[src/rtl/axis_pg_pkg.sv]
// Shared encodings for the AXI4-Stream pattern generator.
package axis_pg_pkg;

    // Pattern modes as presented on the mode input.
    typedef enum logic [1:0] {
        MODE_INC  = 2'd0,
        MODE_DEC  = 2'd1,
        MODE_LFSR = 2'd2,
        MODE_WALK = 2'd3
    } mode_e;

    // Controller states.
    typedef enum logic [1:0] {
        ST_IDLE = 2'd0,
        ST_SEND = 2'd1,
        ST_GAP  = 2'd2
    } state_e;

endpackage

[src/rtl/axis_pg_next_value.sv]
// Combinational pattern step: given the current beat value and mode,
// produce the value of the following beat (all arithmetic mod 2^DATA_W).
module axis_pg_next_value
    import axis_pg_pkg::*;
#(
    parameter int                DATA_W    = 8,
    parameter logic [DATA_W-1:0] LFSR_TAPS = DATA_W'(8'hB8)
) (
    input  logic [1:0]        mode,
    input  logic [DATA_W-1:0] value,
    output logic [DATA_W-1:0] next_value
);

    // Select the step rule for the active mode.
    always_comb begin
        next_value = value;
        case (mode)
            MODE_INC:  next_value = value + DATA_W'(1);
            MODE_DEC:  next_value = value - DATA_W'(1);
            MODE_LFSR: next_value = (value >> 1) ^ (value[0] ? LFSR_TAPS : '0);
            MODE_WALK: next_value = {value[DATA_W-2:0], value[DATA_W-1]};
            default:   next_value = value;
        endcase
    end

endmodule

[src/rtl/axis_pattern_gen.sv]
// AXI4-Stream master test-pattern source: framed packets of a selectable
// pattern with tlast, optional idle gaps between packets, and a counter
// of completed packets.
module axis_pattern_gen
    import axis_pg_pkg::*;
#(
    parameter int                DATA_W    = 8,
    parameter int                PKT_LEN_W = 16,
    parameter int                GAP_W     = 8,
    parameter int                CNT_W     = 32,
    parameter logic [DATA_W-1:0] LFSR_TAPS = DATA_W'(8'hB8)
) (
    input  logic                 clock,
    input  logic                 aresetn,
    input  logic                 enable,
    input  logic [1:0]           mode,
    input  logic [DATA_W-1:0]    seed,
    input  logic [PKT_LEN_W-1:0] pkt_len,
    input  logic [GAP_W-1:0]     gap_len,
    output logic                 m_tvalid,
    input  logic                 m_tready,
    output logic [DATA_W-1:0]    m_tdata,
    output logic                 m_tlast,
    output logic [CNT_W-1:0]     pkt_count,
    output logic                 busy
);

    state_e                state_q, state_d;
    logic [1:0]            mode_q;
    logic [PKT_LEN_W-1:0]  len_q;
    logic [GAP_W-1:0]      gap_q;
    logic [GAP_W-1:0]      gap_cnt;
    logic [PKT_LEN_W-1:0]  beat_q;
    logic [DATA_W-1:0]     data_q;
    logic [DATA_W-1:0]     step_value;
    logic [DATA_W-1:0]     first_value;
    logic                  start_ok;
    logic                  last_beat;
    logic                  load;
    logic                  advance;
    logic                  gap_load;
    logic                  count_pkt;

    axis_pg_next_value #(
        .DATA_W    (DATA_W),
        .LFSR_TAPS (LFSR_TAPS)
    ) u_next (
        .mode       (mode_q),
        .value      (data_q),
        .next_value (step_value)
    );

    assign start_ok  = enable && (pkt_len != '0);
    assign last_beat = (beat_q == len_q);
    assign m_tvalid  = (state_q == ST_SEND);
    assign m_tlast   = m_tvalid && last_beat;
    assign m_tdata   = data_q;
    assign busy      = (state_q != ST_IDLE);

    // First beat of a packet: LFSR and walking-one cannot start from zero.
    always_comb begin
        first_value = seed;
        if (mode[1] && (seed == '0))
            first_value = DATA_W'(1);
    end

    // State register.
    always_ff @(posedge clock) begin
        if (!aresetn) state_q <= ST_IDLE;
        else          state_q <= state_d;
    end

    // Next-state decision and datapath control strobes.
    always_comb begin
        state_d   = state_q;
        load      = 1'b0;
        advance   = 1'b0;
        gap_load  = 1'b0;
        count_pkt = 1'b0;
        case (state_q)
            ST_IDLE: begin
                if (start_ok) begin
                    load    = 1'b1;
                    state_d = ST_SEND;
                end
            end
            ST_SEND: begin
                if (m_tready) begin
                    if (last_beat) begin
                        count_pkt = 1'b1;
                        if (gap_q != '0) begin
                            gap_load = 1'b1;
                            state_d  = ST_GAP;
                        end else if (start_ok) begin
                            load = 1'b1;
                        end else begin
                            state_d = ST_IDLE;
                        end
                    end else begin
                        advance = 1'b1;
                    end
                end
            end
            ST_GAP: begin
                // Final gap cycle makes the same start decision as IDLE.
                if (gap_cnt == GAP_W'(1)) begin
                    if (start_ok) begin
                        load    = 1'b1;
                        state_d = ST_SEND;
                    end else begin
                        state_d = ST_IDLE;
                    end
                end
            end
            default: state_d = ST_IDLE;
        endcase
    end

    // Packet configuration latch, pattern value, beat and gap counters.
    always_ff @(posedge clock) begin
        if (!aresetn) begin
            mode_q    <= '0;
            len_q     <= '0;
            gap_q     <= '0;
            gap_cnt   <= '0;
            beat_q    <= '0;
            data_q    <= '0;
            pkt_count <= '0;
        end else begin
            if (load) begin
                mode_q <= mode;
                len_q  <= pkt_len;
                gap_q  <= gap_len;
                data_q <= first_value;
                beat_q <= PKT_LEN_W'(1);
            end else if (advance) begin
                data_q <= step_value;
                beat_q <= beat_q + PKT_LEN_W'(1);
            end
            if (gap_load)
                gap_cnt <= gap_q;
            else if (state_q == ST_GAP)
                gap_cnt <= gap_cnt - GAP_W'(1);
            if (count_pkt)
                pkt_count <= pkt_count + CNT_W'(1);
        end
    end

endmodule

[config.mk]
export PLATFORM = sky130hd
export DESIGN_NAME = axis_pattern_gen
export DESIGN_NICKNAME = d
export VERILOG_FILES = /design/src/rtl/axis_pg_pkg.sv /design/src/rtl/axis_pg_next_value.sv /design/src/rtl/axis_pattern_gen.sv
export SDC_FILE = /design/constraint.sdc
export NUM_CORES = 1
export LEC_CHECK = 0
export BUFFER_PORTS_ARGS = -buffer_cell sky130_fd_sc_hd__buf_2
export CAP_MARGIN = 20
export CELL_PAD_IN_SITES_DETAIL_PLACEMENT = 0
export CELL_PAD_IN_SITES_GLOBAL_PLACEMENT = 1
export CORE_ASPECT_RATIO = 0.9
export CORE_MARGIN = 4
export CORE_UTILIZATION = 30
export CTS_BUF_LIST = sky130_fd_sc_hd__clkbuf_8
export CTS_CLUSTER_SIZE = 16
export DETAILED_ROUTE_END_ITERATION = 6
export HOLD_SLACK_MARGIN = 0.02
export PLACE_DENSITY_LB_ADDON = 0.1
export RECOVER_POWER = 100
export SKIP_CTS_REPAIR_TIMING = 1
export SLEW_MARGIN = 40
export SYNTH_ARGS = -nofsm -noshare
export SYNTH_HDL_FRONTEND = slang
export SYNTH_SLANG_ARGS = --single-unit
[constraint.sdc]
create_clock -name clock -period 3.55 [get_ports clock]
set_clock_uncertainty 0.05 [all_clocks]
set_input_delay 0.355 -clock clock [delete_from_list [all_inputs] [get_ports clock]]
set_output_delay 0.355 -clock clock [all_outputs]
set_load 0.05 [all_outputs]
# After elaboration in Yosys (flattened, before gate mapping)
# Index checks and enable logic that the tools add are counted.
dict set report op_classes {
  shift 0
  n_div 0
  bitwise_logic 2
  order_cmp 0
  n_eq_ne 12
  reduce_logical 13
  mux 33
  mul 0
  addsub 5
}
# operator n
set ops {}
lappend ops {{8-bit two-way mux} 6}
lappend ops {{32-bit by 1-bit adder with 32-bit output, second input constant} 1}
lappend ops {{8-bit case mux with 4 select lines} 1}
lappend ops {{1-bit two-way mux} 18}
lappend ops {{16-bit by 1-bit adder with 16-bit output, second input constant} 1}
lappend ops {{16-bit == test} 1}
lappend ops {{16-bit nonzero test} 1}
lappend ops {{8-bit by 1-bit subtractor with 8-bit output, second input constant} 2}
lappend ops {{2-bit two-way mux} 6}
lappend ops {{8-bit by 1-bit adder with 8-bit output, second input constant} 1}
lappend ops {{8-bit by 1-bit == test with 1-bit output, second input constant} 1}
lappend ops {{8-bit zero test} 1}
lappend ops {{8-bit nonzero test} 1}
lappend ops {{7-bit by 8-bit XOR with 8-bit output} 1}
lappend ops {{2-bit == test, second input constant} 3}
lappend ops {{2-bit case mux with 3 select lines} 1}
lappend ops {{2-bit nonzero test} 3}
lappend ops {{5-bit AND reduction} 1}
lappend ops {{2-bit by 1-bit == test with 1-bit output, second input constant} 2}
lappend ops {{2-bit zero test} 2}
lappend ops {{2-bit by 1-bit != test with 1-bit output, second input constant} 2}
lappend ops {{2-bit != test, second input constant} 2}
lappend ops {{1-bit logical AND} 3}
lappend ops {{3-bit by 2-bit != test with 1-bit output, second input constant} 1}
lappend ops {{3 further kinds} 3}
dict set report totals {
  rom_bits 0
  ram_bits 0
  latchBits 0
  ff_bits 92
  out_inout_bits 43
  n_memories 0
  input_bits 38
}

# Depth between registers and ports, before layout
# Gate-level depths: netlist of the first run.
dict set report depth {
  depth_word 8
  mapped_depth 11
  ltp_nobuf 9
}

# By module
# A second synthesis of the first run with hierarchy kept.
dict set report unflattened {
  hier_cells 559
  hier_area_um2 4794.6
}
# module area_each_um2 instances cells_per_inst
set by_module_without_submodules {}
lappend by_module_without_submodules {axis_pattern_gen 4281.6 1 485}
lappend by_module_without_submodules {axis_pg_next_value 513.0 1 74}

# Least setup slack after synthesis of the first run
# Ideal clock, no wire load.
dict set report synth_path {
  kind {flip-flop to flip-flop}
  from {reg state_q[0]}
  to {reg pkt_count[30]}
  required_time_ns 3.368
  synth_period_minus_slack_ns 2.662
  n_path_buf 3
  stages_incl_launch_ff 9
  slack_ns 0.888
  t_arrival_ns 2.479
  cell_sequence {dfxtp_1 > nor2b_1 > and2_1 > clkbuf_1 > nand4_4 > buf_2 > buf_2 > o31ai_1 > a21oi_1}
}
dict set report synth_between {
  elab_chain_cells 2
}
# element line_no
set synth_lines {}
lappend synth_lines {{start: declaration} axis_pattern_gen.sv:28} ;# state_e state_q, state_d;
lappend synth_lines {{start signal: assignment} axis_pattern_gen.sv:70} ;# else state_q <= state_d;
lappend synth_lines {{2-bit by 1-bit == test with 1-bit output} -}
lappend synth_lines {{via m_tvalid} axis_pattern_gen.sv:20} ;# output logic m_tvalid,
lappend synth_lines {{1-bit two-way mux} axis_pattern_gen.sv:80} ;# case (state_q)
lappend synth_lines {{end signal: assignment} axis_pattern_gen.sv:145} ;# pkt_count <= pkt_count + CNT_W'(1);
lappend synth_lines {{end: declaration} axis_pattern_gen.sv:24} ;# output logic [CNT_W-1:0] pkt_count,
# The timed path passes the listed nets, and every way through them passes these cells.
# A chain may end at the register's enable or synchronous reset.

# Worst setup path in the final report of the first run
dict set report layout_path {
  from {reg beat_q[3]}
  to {out m_tlast}
}
dict set report layout_between {
  elab_chain_cells 2
}
# element line_no
set layout_lines {}
lappend layout_lines {{start: declaration} axis_pattern_gen.sv:33} ;# logic [PKT_LEN_W-1:0] beat_q;
lappend layout_lines {{start signal: assignment} axis_pattern_gen.sv:138} ;# beat_q <= beat_q + PKT_LEN_W'(1);
lappend layout_lines {{16-bit == test} axis_pattern_gen.sv:54} ;# assign last_beat = (beat_q == len_q);
lappend layout_lines {{1-bit logical AND} axis_pattern_gen.sv:56} ;# assign m_tlast = m_tvalid && last_beat;
lappend layout_lines {{end: declaration} axis_pattern_gen.sv:23} ;# output logic m_tlast,
# No other way between the ends.

==> run metrics, run 1 <==
fin crit share between 80% and 90%; CTS tree done; Root Buffer clkbuf_8; H-Tree Depth 3; Setup TNS 0 ns; minimum clock period a little over 3 ns; post-synthesis cell count between 600 and 700; Total Power ~2200 uW; Inserted Diodes 0; GR met1 Demand/Resource between 20% and 30%; PwrDens roughly 390 nW/um^2; GP Congestion around 0.79; number of routed nets with antenna violations 0; Pleak between 0.0015 and 0.002 uW; full die area approximately 19,000 sq um; Fin. Hold Viols 0; outcome complete, no violations; Yosys reg bits 92; WP data arrival around 2.6 ns; Seq/Total Area, Yosys a little under two fifths; hold crit path type primary input to register; fin cells 888; Post-Syn Nets between 600 and 700; max cap viols 0; max-slew violation count 0; Worst-path clk slew 0.10 ns; worst rel slew slack between 50% and 60%; crit path launch type register; Core Box Area about 16,000 sq um; Post-synth ARST share 0%; total global-route track usage between 15 and 20%; number of global-route vias before repair around 4,500; largest net degree at the start of global routing 49; CP max FO 24; Hold Worst Slack between 0.15 and 0.2 ns; Setup-failing EPs final 0; WL final between 10,000 and 15,000 microns; Primary FF master, synth dfxtp_1; # port buffers 80; vias 4,735; synth-to-layout area growth 13.8%; initial core utilization slightly above 30%; x dimension of the die 144 microns; Peak supply drop approximately 0.17 mV; # IOs around 80; vias per cell 5.33; Synth top area share between 30% and 40%; Nets a little over 700; clock sink count 92; Detailed Route Iter0 Violations 269; Worst EP required 3.14 ns; Rows 44; Clk Latency, worst-skew pair a little under 0.4 ns; HPWL after detailed placement roughly 10,000 microns; Syn. warnings 0; grt peak-use layer met2; Post-Syn Area 4960 sq um; initial antenna violation count 0; Post-synth EDFFs 0; layout cells sized above 1 10.4%; CTS max path bufs 2; Critical Path End Type output pin; mux cell area share after synthesis less than 1%; die span in y between 100 and 150 microns; synthesized area per cell 8.02 sq um; gr ovfl total 0; Residual DRC 0; Core Util, Final a little over a third; ranking of synthesized cells by area dfxtp_1, a21oi_1, xnor2_1; drt first pass iters 4; Synth Area in Compound Gates approximately a fifth; worst slew pin tran between 0.7 and 0.8 ns; unrepaired setup endpoints after global routing no; global-route wire length before repair ~24,000 microns; Crit Path Class register to output pin; Fmax approximately 330 MHz; main combinational cell family by area after synthesis simple AND/OR/NAND/NOR gates; Synth cell types 54; XOR/XNOR Fraction of Synth Area under 10%; post-synth top area cell dfxtp_1; routed length per placed instance 16.5 microns; GRT met3 Usage ~3.7%; Synth Area in Simple Gates 25.2%; Inst Count DP just under 900; CTS buffer count 9; GR met2 Demand/Resource approximately 25%; adder-cell share of the synthesized area around 2.9%
-- logic make-up after synthesis --
family / Yosys count
AO/OA/AOI/OAI: 179
XOR/XNOR: 42
adder cells (fa/ha/maj): 11
buffers and inverters: 61
flip-flops: 92
multiplexers: 4
AND/OR/NAND/NOR: 230
-- critical path, stage by stage, from the launching register on --
cell	delay, ns
dfxtp_1	0.49
xnor2_2	0.15
nand4_1	0.15
nor4_4	0.55
buf_12	0.23
and2_1	0.14
clkbuf_1	0.50
-- final timing paths --
check | startpoint | to | slack (ns) | cells after the start
min reg2reg | gap_cnt[7] | gap_cnt[7] | 0.44 | 2
min | gap_len[5] | gap_q[5] | 0.16 | 3
max | beat_q[3] | m_tlast | 0.53 | 6
max reg2reg | beat_q[3] | gap_q[7] | 0.66 | 8
-- layout make-up --
class	count	area, sq um
clock buffers	10	138
clock inverters	6	38.8
fillers	1766	10500
inverters	17	66.3
multi-input cells	466	2880
flip-flops and latches	92	1840
well taps	207	259
repair buffers	90	427
-- Yosys cell counts (6+ instances only) --
cell type	number
xnor2_1	35
nand3_1	43
o21a_1	6
a21oi_1	70
xor2_1	6
nor2_1	36
or3_1	13
inv_1	17
or4_1	17
clkbuf_1	31
o21ai_0	43
o21ai_1	10
nand4_1	15
and2_1	7
dfxtp_1	92
ha_1	10
buf_2	10
a211oi_1	9
o31ai_1	15
nor3_1	11
nand2_1	43
nor4_1	14
-- metrics by stage --
stage | area [sq um] | setup WS (ns)
final | 5650 | 0.526
after global routing | 5650 | 0.334
after CTS | 5710 | 0.718
after detailed placement | 5540 | 0.802
after global placement | 5530 | 0.882
after floorplan | 4960 | 0.888
-- cells in the final DEF (no fill, tap or decap), drive strengths merged, types with 3 or more instances in the layout --
master  synthesis  layout
nand4          16      16
o31a            5       5
or3            13      13
o21ai          53      53
buf            13      44
nor3           12      12
xnor2          36      36
o211ai          3       3
nor2b           3       3
nor2           36      36
nor3b           4       4
a21oi          70      70
inv            17      18
nand3          43      43
nor4b           4       4
o31ai          15      15
nand3b          4       4
and3            5       5
a31oi           3       3
xor2            6       6
nand2b          5       5
and2            7       7
dfxtp          92      92
clkinv          0       3
nand2          43      43
ha             10      10
or4            17      17
nor4           16      16
a211oi          9       9
clkbuf         31      56
mux2i           3       3
o21a            6       6
-- metal layers --
layer / up-vias / share of wire (%)
met5: - / 0
met4: 0 / 1.8
met3: 21 / 3.8
met2: 73 / 44
met1: 2266 / 51
li1: 2375 / -
-- sequential cells by signal, summed over array words and instances (netlist names) --
name	count
beat_q	16
state_q	2
mode_q	2
m_tdata	8
gap_q	8
gap_cnt	8
pkt_count	32
len_q	16
-- power by group --
| part | internal [uW] | switching (uW) | leakage [uW] | total (uW) |
|---|---|---|---|---|
| Clock | 273 | 404 | 0.0000885 | 677 |
| Combinational | 136 | 263 | 0.00100 | 399 |
| Sequential | 1070 | 44.3 | 0.000747 | 1110 |
Note: power is estimated with default switching activity, not from simulation.
==> run 2: changes to the inputs <==
- SYNTH_HIERARCHICAL: not set -> 1
- clock period: 3.55 -> 3.25 ns (I/O delays scaled with it)
==> run metrics, run 2 <==
outcome complete, no violations; Clk Latency, worst-skew pair between 0.3 and 0.4 ns; fillers 1,661; register area 1840 sq um; Logic pwr share between 10% and 20%; Post-Syn Nets around 600; launch point of the worst path beat_q[2]; WL final approximately 13,000 microns; die span in y around 130 microns; number of global-route vias before repair 4,090; Nets 670; CTS buffer count 9; Rows between 40 and 50; Core Box Area 15,500 sq um; internal power 1690 uW; most common library cells after synthesis dfxtp_1, nor2_1, mux2i_1; fin crit share between 80% and 90%; Peak supply drop 0.226 mV; CTS max path bufs 2; Post-Syn Area 4790 sq um; vias approximately 4,200; full die area approximately 18,000 sq um; min-delay src mode[0]; GP Congestion approximately 0.76; Worst EP required 2.87 ns; Primary FF master, synth dfxtp_1; CTS tree done; CP max FO 21; hold crit path type primary input to register; Crit Path Class register to output pin; register-to-register setup slack 0.47 ns; CP max stage cell dfxtp_1; largest net degree at the start of global routing 27; max-slew violation count 0; Detailed Route Iter0 Violations 217; total global-route track usage between 10% and 20%; Largest Register pkt_count; initial antenna violation count 0; delay-heaviest family, CP simple AND/OR/NAND/NOR gates; # IOs 81; minimum clock period about 2.9 ns; Multi-input gate area 2740 sq um; unrepaired setup endpoints after global routing no; drt first pass iters 4; worst slack, placed 0.265 ns; Seq/Total Area, Yosys about 38%; x dimension of the die approximately 140 microns; Yosys reg bits between 90 and 100; cell with the most instances after synthesis dfxtp_1; Residual DRC 0; commonest non-fill, non-tap cells in the layout dfxtp_1, nor2_1, mux2i_1, clkbuf_1, buf_2; H-Tree Depth 3; commonest non-fill, non-tap cell in the layout dfxtp_1; gr ovfl total 0; Root Buffer clkbuf_8; Worst-path clk slew roughly 0.090 ns; crit-path cells xor2_1 -> nor4_1 -> and4_2 -> buf_4 -> and2_1 -> clkbuf_2; clock sink count 92; Synth top area share about two fifths; number of routed nets with antenna violations 0; CP max stage delay 0.47 ns; CP bufs+invs 2; Hold Worst Slack 0.130 ns; worst rel slew slack between 20% and 30%; max cap viols 0; global-route wire length before repair about 22,000 microns; Post-synth ARST share 0%; routed length per placed instance between 15 and 20 microns; Largest regs pkt_count x32, beat_q x16, len_q x16; Seq pwr share about half; switching share of power 30.1%; worst slew pin tran between 1 and 1.5 ns; Post-synth EDFFs 0; Synth cell types 53; crit path launch type register; Syn. warnings 6; HPWL after detailed placement slightly below 10,000 microns; Clock power frac a little under a third; post-synth top area cell dfxtp_1; PwrDens 441 nW/um^2; Pleak roughly 0.002 uW; Critical Path End Type output pin; ranking of synthesized cells by area dfxtp_1, mux2i_1, xor2_1; vias per cell about 5.0; synth-to-layout area growth 14.2%; WP data arrival between 2 and 3 ns; Final WS setup around 0.34 ns; Total Power roughly 2400 uW; initial core utilization about 31%; max FFs per register 32; Fin. Hold Viols 0; layout cells sized above 1 around a tenth; Setup TNS 0 ns; Setup-failing EPs final 0; R2R Path Start beat_q[0]; # port buffers 80; Inserted Diodes 0; synthesized area per cell between 8 and 9 sq um; post-synthesis cell count approximately 560; switching pwr between 700 and 800 uW; Fmax ~340 MHz
## run 2: changes by cell type in the layout (fill, tap and decap cells not counted), sizes merged, moves of 6 or more
cell / delta
o21ai: -33
xnor2: -9
o21a: -6
or4: -8
xor2: +28
a21oi: -36
mux2i: +40
nand2: -14
o31ai: -11
nor2: +38
nand3: -16
## run 2: path summary, 6_finish.rpt
path | to | cells after the start
worst max-delay path | m_tlast | 6
worst min-delay path | mode_q[0] | 3
worst max register to register | m_tdata[4] | 7
worst min register to register | gap_cnt[7] | 2
## run 2: worst register-to-register path, delay by kind of cell, from the launching register on
kind / cells / cell delay (ns)
AOI/OAI and AO/OA: 1 / 0.09
DFF: 1 / 0.46
buffers and inverters: 1 / 0.24
xor gates and xnor gates: 1 / 0.21
muxes: 1 / 0.31
and+or+nand+nor: 3 / 1.29
## run 2: through the flow
stage	area, sq um	instances	utilization, %
finish	5470	833	35.2
global route	5470	833	35.2
global placement	5360	818	34.5
floorplan	4790	559	-
detailed placement	5360	818	34.5
CTS	5550	833	35.7
## run 2: kinds of logic after synthesis
logic type                 share of synthesized area, %
AOI/OAI and AO/OA                                  10.5
and+or+nand+nor                                    25.4
muxes                                              8.98
adders and majority gates                          1.30
buffers and inverters                              4.25
xor gates and xnor gates                           11.1
DFF                                                38.4
## run 2: cell type report
| cell class | count | share of cell area (%) |
|---|---|---|
| multi-input combinational | 423 | 50.0 |
| sequential | 92 | 33.6 |
| timing repair buffer | 91 | 7.70 |
| tap | 202 | 4.62 |
| clock buffer | 10 | 2.51 |
| clock inverter | 5 | 0.846 |
| inverter | 10 | 0.686 |
## run 2: power by group through the flow
stage	clock (uW)	combinational (uW)	sequential, uW
final	768	409	1240
after global routing	851	455	1250
after CTS	812	423	1240
after detailed placement	0	421	1270
after global placement	0	419	1270
after floorplan	0	296	1270
## run 2: per-layer routing
metal  vias to the layer above  routed length [microns]  global-route usage, %
met1                      1967                     6610                   20.3
li1                       2126                        -                      -
met3                        10                      550                   3.88
met4                         0                      177                   4.22
met2                        71                     5980                   23.1
met5                         -                        0                      0
